[src/rtl/hyp_sched.sv]
// Two-requester round-robin hypotenuse engine, floor(sqrt(x^2+y^2)) via shift-add squaring + restoring root.
// Result 3W+1 edges after accept; held in DONE until res_ready, no new requests accepted meanwhile.
module hyp_sched #(
    parameter int W = 8
) (
    input  logic         clk,
    input  logic         rst_n,
    input  logic         req0_valid,
    output logic         req0_ready,
    input  logic [W-1:0] req0_x,
    input  logic [W-1:0] req0_y,
    input  logic         req1_valid,
    output logic         req1_ready,
    input  logic [W-1:0] req1_x,
    input  logic [W-1:0] req1_y,
    output logic         res_valid,
    input  logic         res_ready,
    output logic [W:0]   res_data,
    output logic         res_id,
    output logic         busy
);
    // sum padded to an even width so the root consumes exactly two bits per step
    localparam int SW = 2 * W + 2;
    localparam int CW = $clog2(W + 1);

    typedef enum logic [2:0] {IDLE, SQX, SQY, ROOT, DONE} state_t;

    state_t        state, state_nx;
    logic [CW-1:0] cnt;
    logic [W-1:0]  op_x, op_y, op_cur, op_shr;
    logic [SW-1:0] sum, rem, rem_sh, trial, addend;
    logic [W:0]    root, root_nx;
    logic          cur_id, last_grant;
    logic          grant0, grant1, accept, rem_ge;

    always_ff @(posedge clk or negedge rst_n) begin
        if (!rst_n) state <= IDLE;
        else        state <= state_nx;
    end

    always_comb begin
        state_nx = state;
        grant0   = 1'b0;
        grant1   = 1'b0;
        case (state)
            IDLE: begin
                grant0 = req0_valid && (!req1_valid || last_grant);
                grant1 = req1_valid && (!req0_valid || !last_grant);
                if (grant0 || grant1) state_nx = SQX;
            end
            SQX:     if (cnt == CW'(W - 1)) state_nx = SQY;
            SQY:     if (cnt == CW'(W - 1)) state_nx = ROOT;
            ROOT:    if (cnt == CW'(W))     state_nx = DONE;
            DONE:    if (res_ready)         state_nx = IDLE;
            default: state_nx = IDLE;
        endcase
    end

    assign req0_ready = grant0;
    assign req1_ready = grant1;
    assign accept     = grant0 | grant1;
    assign busy       = (state != IDLE);

    // squaring step: add op<<cnt when bit cnt of the operand is set
    assign op_cur = (state == SQX) ? op_x : op_y;
    assign op_shr = op_cur >> cnt;
    assign addend = {{(SW - W){1'b0}}, op_cur} << cnt;

    // root step: bring down the next two radicand bits, try (2*root)*2+1
    assign rem_sh  = {rem[SW-3:0], sum[SW-1:SW-2]};
    assign trial   = {{(SW - W - 3){1'b0}}, root, 2'b01};
    assign rem_ge  = (rem_sh >= trial);
    assign root_nx = {root[W-1:0], rem_ge};

    always_ff @(posedge clk or negedge rst_n) begin
        if (!rst_n) begin
            cnt        <= '0;
            op_x       <= '0;
            op_y       <= '0;
            sum        <= '0;
            rem        <= '0;
            root       <= '0;
            cur_id     <= 1'b0;
            last_grant <= 1'b1;
            res_valid  <= 1'b0;
            res_data   <= '0;
            res_id     <= 1'b0;
        end else begin
            case (state)
                IDLE: begin
                    if (accept) begin
                        op_x       <= grant1 ? req1_x : req0_x;
                        op_y       <= grant1 ? req1_y : req0_y;
                        cur_id     <= grant1;
                        last_grant <= grant1;
                        sum        <= '0;
                        rem        <= '0;
                        root       <= '0;
                        cnt        <= '0;
                    end
                end
                SQX, SQY: begin
                    if (op_shr[0]) sum <= sum + addend;
                    cnt <= (cnt == CW'(W - 1)) ? '0 : cnt + CW'(1);
                end
                ROOT: begin
                    rem  <= rem_ge ? (rem_sh - trial) : rem_sh;
                    root <= root_nx;
                    sum  <= sum << 2;
                    cnt  <= cnt + CW'(1);
                    if (cnt == CW'(W)) begin
                        res_data  <= root_nx;
                        res_id    <= cur_id;
                        res_valid <= 1'b1;
                    end
                end
                DONE: begin
                    if (res_ready) res_valid <= 1'b0;
                end
                default: ;
            endcase
        end
    end
endmodule

[config.mk]
export PLATFORM = sky130hd
export DESIGN_NAME = hyp_sched
export DESIGN_NICKNAME = d
export VERILOG_FILES = /design/src/rtl/hyp_sched.sv
export SDC_FILE = /design/constraint.sdc
export NUM_CORES = 1
export LEC_CHECK = 0
export BUFFER_PORTS_ARGS = -buffer_cell sky130_fd_sc_hd__buf_2
export CAP_MARGIN = 20
export CORE_MARGIN = 4
export CORE_UTILIZATION = 40
export DETAILED_ROUTE_END_ITERATION = 16
export HOLD_SLACK_MARGIN = 0.08
export PLACE_DENSITY = 0.65
export SLEW_MARGIN = 20
export SYNTH_ARGS = -nofsm -noshare
export SYNTH_HDL_FRONTEND = slang
export SYNTH_SLANG_ARGS = --single-unit
export TNS_END_PERCENT = 1
[constraint.sdc]
create_clock -name clk -period 8.7 [get_ports clk]
set_input_delay 1.74 -clock clk [delete_from_list [all_inputs] [get_ports clk]]
set_output_delay 1.74 -clock clk [all_outputs]
set_load 0.01 [all_outputs]
### After elaboration in Yosys (flattened, before gate mapping)

Index checks and enable logic that the tools add are counted.

| operators by class | value |
|---|---|
| shifts and indexed selects | 2 |
| add/sub/neg operators | 3 |
| mux-type cells | 24 |
| order comparisons | 1 |
| bitwise operators | 1 |
| reduce and logical (&&, ||, !) cells | 21 |
| eq/ne operators | 13 |

Operators by type and width:

| cell | count |
|---|---|
| one-hot mux 18 bit (3 select lines) | 1 |
| 2-to-1 mux 18 bit | 2 |
| one-hot mux 16 bit (2 select lines) | 1 |
| 2-to-1 mux 8 bit | 3 |
| adder 18 bit | 1 |
| greater-or-equal comparator 18 x 11 -> 1 bit | 1 |
| one-hot mux 9 bit (2 select lines) | 1 |
| left shift 8 x 4 -> 18 bit | 1 |
| 2-to-1 mux 16 bit | 1 |
| subtractor 16 x 11 -> 16 bit | 1 |
| 2-to-1 mux 3 bit | 5 |
| one-hot mux 3 bit (5 select lines) | 1 |
| != test 2 bit (second input constant) | 7 |
| one-hot mux 4 bit (3 select lines) | 1 |
| 2-to-1 mux 9 bit | 1 |
| 2-to-1 mux 4 bit | 2 |
| AND reduction 2 bit | 4 |
| right shift 8 x 4 -> 1 bit | 1 |
| equality test 3 x 2 -> 1 bit (second input constant) | 2 |
| AND reduction 3 bit | 2 |
| nonzero test 3 bit | 2 |
| AND reduction 5 bit | 1 |
| adder 4 x 1 -> 4 bit (second input constant) | 1 |
| equality test 4 x 3 -> 1 bit (second input constant) | 1 |
| 12 further kinds | 21 |

| word-level totals | value |
|---|---|
| word-level logic and storage cells | 77 |
| output and inout bits | 14 |
| flip-flop bits (word level) | 79 |
| input bits | 37 |

### Logic depth before layout (Yosys ltp)

| logic depth | value |
|---|---|
| word-level depth | 7 |
| gate-level depth with buffers | 16 |
| gate-level depth less buffers | 15 |

### Least setup slack after synthesis

Ideal clock, no wire load.

| timing | value |
|---|---|
| path kind | input port to output port |
| start point | input req1_valid |
| end point | output req0_ready |
| buffers on the path | 2 |
| cell stages on the path | 5 |
| setup slack | 4.471 ns |
| data required time | 6.960 ns |
| arrival | 2.489 ns |
| cells stage by stage | nand2b_1 -> nand3_1 -> buf_2 -> clkinv_1 -> clkbuf_1 |

| on the way | value |
|---|---|
| longest elaborated chain between the ends | 4 |

Ends and longest elaborated chain:

| item | line | RTL |
|---|---|---|
| from (decl) | 12 | `input logic req1_valid,` |
| zero test 1 bit | 47 | `grant0 = req0_valid && (!req1_valid \|\| last_grant);` |
| logical OR 1 bit | 47 |  |
| logical AND 1 bit | 47 |  |
| 2-to-1 mux 1 bit | 45 | `case (state)` |
| to (decl) | 9 | `output logic req0_ready,` |

Every way passes these cells.

### Worst setup path after layout

Same ends and word-level chain as after synthesis.

==> results.sh <==
export IMPL_status="finished, final reports clean"
export IMPL_synth_top_area_share_pct=34.7
export IMPL_antenna_found_initial=0
export IMPL_syn_area_um2=5630
export IMPL_synthTopCellsByArea="dfrtp_1, nand2_1, ha_1"
export IMPL_synth_seq_area_share_pct=35.1
export IMPL_grt_ovfl_total=0
export IMPL_drv_cap=0
export IMPL_clk_latency_ns=0.34
export IMPL_via_per_inst=5.68
export IMPL_synthFlopType="dfrtp_1"
export IMPL_cts_num_sinks=79
export IMPL_num_rows=43
export IMPL_cts_made_buffers=9
export IMPL_cp_cell_sequence="buf_2 > nand2b_1 > nand3_1 > clkinv_1 > buf_2"
export IMPL_clockBufferDepth=2
export IMPL_crit_arrival_ns=3.31
export IMPL_post_place_cells=858
export IMPL_synthCells=659
export IMPL_drtPass1Iterations=6
export IMPL_cts_hold_buf=0
export IMPL_drc=0
export IMPL_hp_class="flip-flop to flip-flop"
export IMPL_finalSetupViolCount=0
export IMPL_htree_levels=3
export IMPL_synth_warnings=0
export IMPL_cpMostUsedCell="buf_2"
export IMPL_ant_nets=0
export IMPL_layout_setup_ws_ns=3.65
export IMPL_wl_per_cell_um=15.6
export IMPL_utilization_pct=45.6
export IMPL_worst_pin_slew_ns=1.09
export IMPL_hpwl_um=9800
export IMPL_tns_ns=0
export IMPL_yosysMostFrequentCell="nand2_1"
export IMPL_drive_gt1_share_pct=16.1
export IMPL_fin_skew_ns=0.00584
export IMPL_startpoint="req1_valid"
export IMPL_min_delay_start="rem[14]$_DFFE_PN0P_"
export IMPL_critical_path_top_delay_family="buffers and inverters"
export IMPL_period_share_pct=58.1
export IMPL_grt_max_degree=80
export IMPL_finalMaxSlewViolations=0
export IMPL_die_height_um=127
export IMPL_netlist_cell_type_count=68
export IMPL_clk_pin_slew_ns=0.06
export IMPL_pre_cts_ws_ns=3.63
export IMPL_timing_rr_start="state[0]$_DFFE_PN0P_"
export IMPL_die_x_um=127
export IMPL_gp_congestion=0.874
export IMPL_area_growth_syn_to_layout_pct=11.9
export IMPL_stdcell_count=874
export IMPL_async_reset_ff_share_pct=100
export IMPL_path_buf_inv=3
export IMPL_fp_coreArea_um2=13800
export IMPL_wirelength_um=13600
export IMPL_synth_area_leader_cell="dfrtp_1"
export IMPL_drt_iter0_markers=309
export IMPL_ctsResizeCount=0
export IMPL_dieArea_um2=16000
export IMPL_ios=51
export IMPL_fmax_mhz=198
export IMPL_finalNetCount=757
export IMPL_post_cts_buffers=0
export IMPL_worstSetupPathType="input pin to primary output"
export IMPL_antennaDiodeCount=0
export IMPL_ys_ff_latch=79
export IMPL_synth_edff_count=0
export IMPL_synthTopCellsByCount="nand2_1, dfrtp_1, nor2_1, o21ai_0"
export IMPL_grt_pass1_wl_um=23200
export IMPL_min_period_ns=5.05
export IMPL_hold_violations=0
export IMPL_critical_path_max_stage_delay_ns=0.60
export IMPL_critPathCaptureType="primary output"
export IMPL_grt_pass1_vias=4674
export IMPL_synth_nets=727
export IMPL_rsz0062_at_grt="no"
export IMPL_cts_tree="done"
export IMPL_path_max_fanout=20
export IMPL_relSlewSlack_pct=26.9
export IMPL_initial_core_util_pct=40.7
export IMPL_critical_path_required_ns=6.96
export IMPL_synth_area_per_cell_um2=8.55
export IMPL_grt_usage_pct=17.5
export IMPL_portBuffers=50
export IMPL_dr_total_vias=4967
export IMPL_cp_slowest_cell="clkinv_1"
export IMPL_critPathLaunchType="input pin"
export IMPL_cts_root_buf="clkbuf_16"
final cells by class:
type,instances,area (µm²)
Clock inverter,6,90.1
Sequential cell,79,1980
Inverter,26,97.6
Clock buffer,10,239
Timing Repair Buffer,54,287
Tap cell,180,225
Multi-Input combinational cell,519,3390
Fill cell,1350,7520
logic make-up (layout without fill, tap and decap cells):
logic type	count (synthesis)	after routing	synth area share [%]
multiplexers	35	35	7.58
flip-flops	79	79	35.1
adder cells (fa/ha/maj)	31	31	7.02
XOR/XNOR	15	15	2.33
AND/OR/NAND/NOR	246	246	19.7
buffers and inverters	61	96	4.73
AO/OA/AOI/OAI	192	192	23.5
path summary, 6_finish.rpt:
kind                                       endpoint  slack [ns]  cells after the start
worst max-delay path                     req0_ready        3.65                      5
worst min-delay path            rem[14]$_DFFE_PN0P_        0.48                      2
worst max register to register  sum[17]$_DFFE_PN0P_        4.22                     13
worst min register to register  rem[14]$_DFFE_PN0P_        0.48                      2
max in group asynchronous       op_y[4]$_DFFE_PN0P_        6.79                      1
min in group asynchronous        rem[7]$_DFFE_PN0P_        1.42                      1
per-layer routing:
layer  up-vias  track usage (%)  routed length [µm]
met5         -                0                   0
met4         0             5.17                 153
met3        14             3.92                 746
met2       129             26.7                6090
li1       2449                -                   -
met1      2375             24.9                6610
cell usage in the layout, fill, tap and decap left out, drive strengths merged, types with 5 or more instances in the layout:
master    n
nand2   105
inv      26
a21oi    41
buf      54
nor2b     5
or3       5
a21o      8
o211ai   16
xnor2     9
mux2     11
nor2     70
xor2      6
o31ai     6
a31oi    22
ha       30
o21ai    40
dfrtp    78
nor4      5
mux4      5
nor3      8
o21a      7
nand2b    5
and2      7
nand3    16
a22oi     9
clkbuf   10
mux2i    19
a211oi   11
sequential cells by signal (all words and copies together), names as in the netlist:
name / flops
sum: 18
cnt: 4
rem: 16
res_data: 9
root: 9
cur_id: 1
op_y: 8
state: 3
res_id: 1
last_grant: 1
op_x: 8
res_valid: 1
through the flow:
stage                     hold WS (ns)  area, µm²
final                            0.483       6300
after global routing             0.513       6300
after floorplan                  0.441       5630
after detailed placement         0.472       5970
after global placement           0.471       5970
after CTS                        0.486       6300
tightest hold or removal path: stages, from the launching register on:
cell and delay [ns]:
dfrtp_1 0.35, nand2_1 0.05, nand3_1 0.05
Power is not shown: default switching activity piles up to over one toggle a cycle in this logic, so the estimate is an artifact.
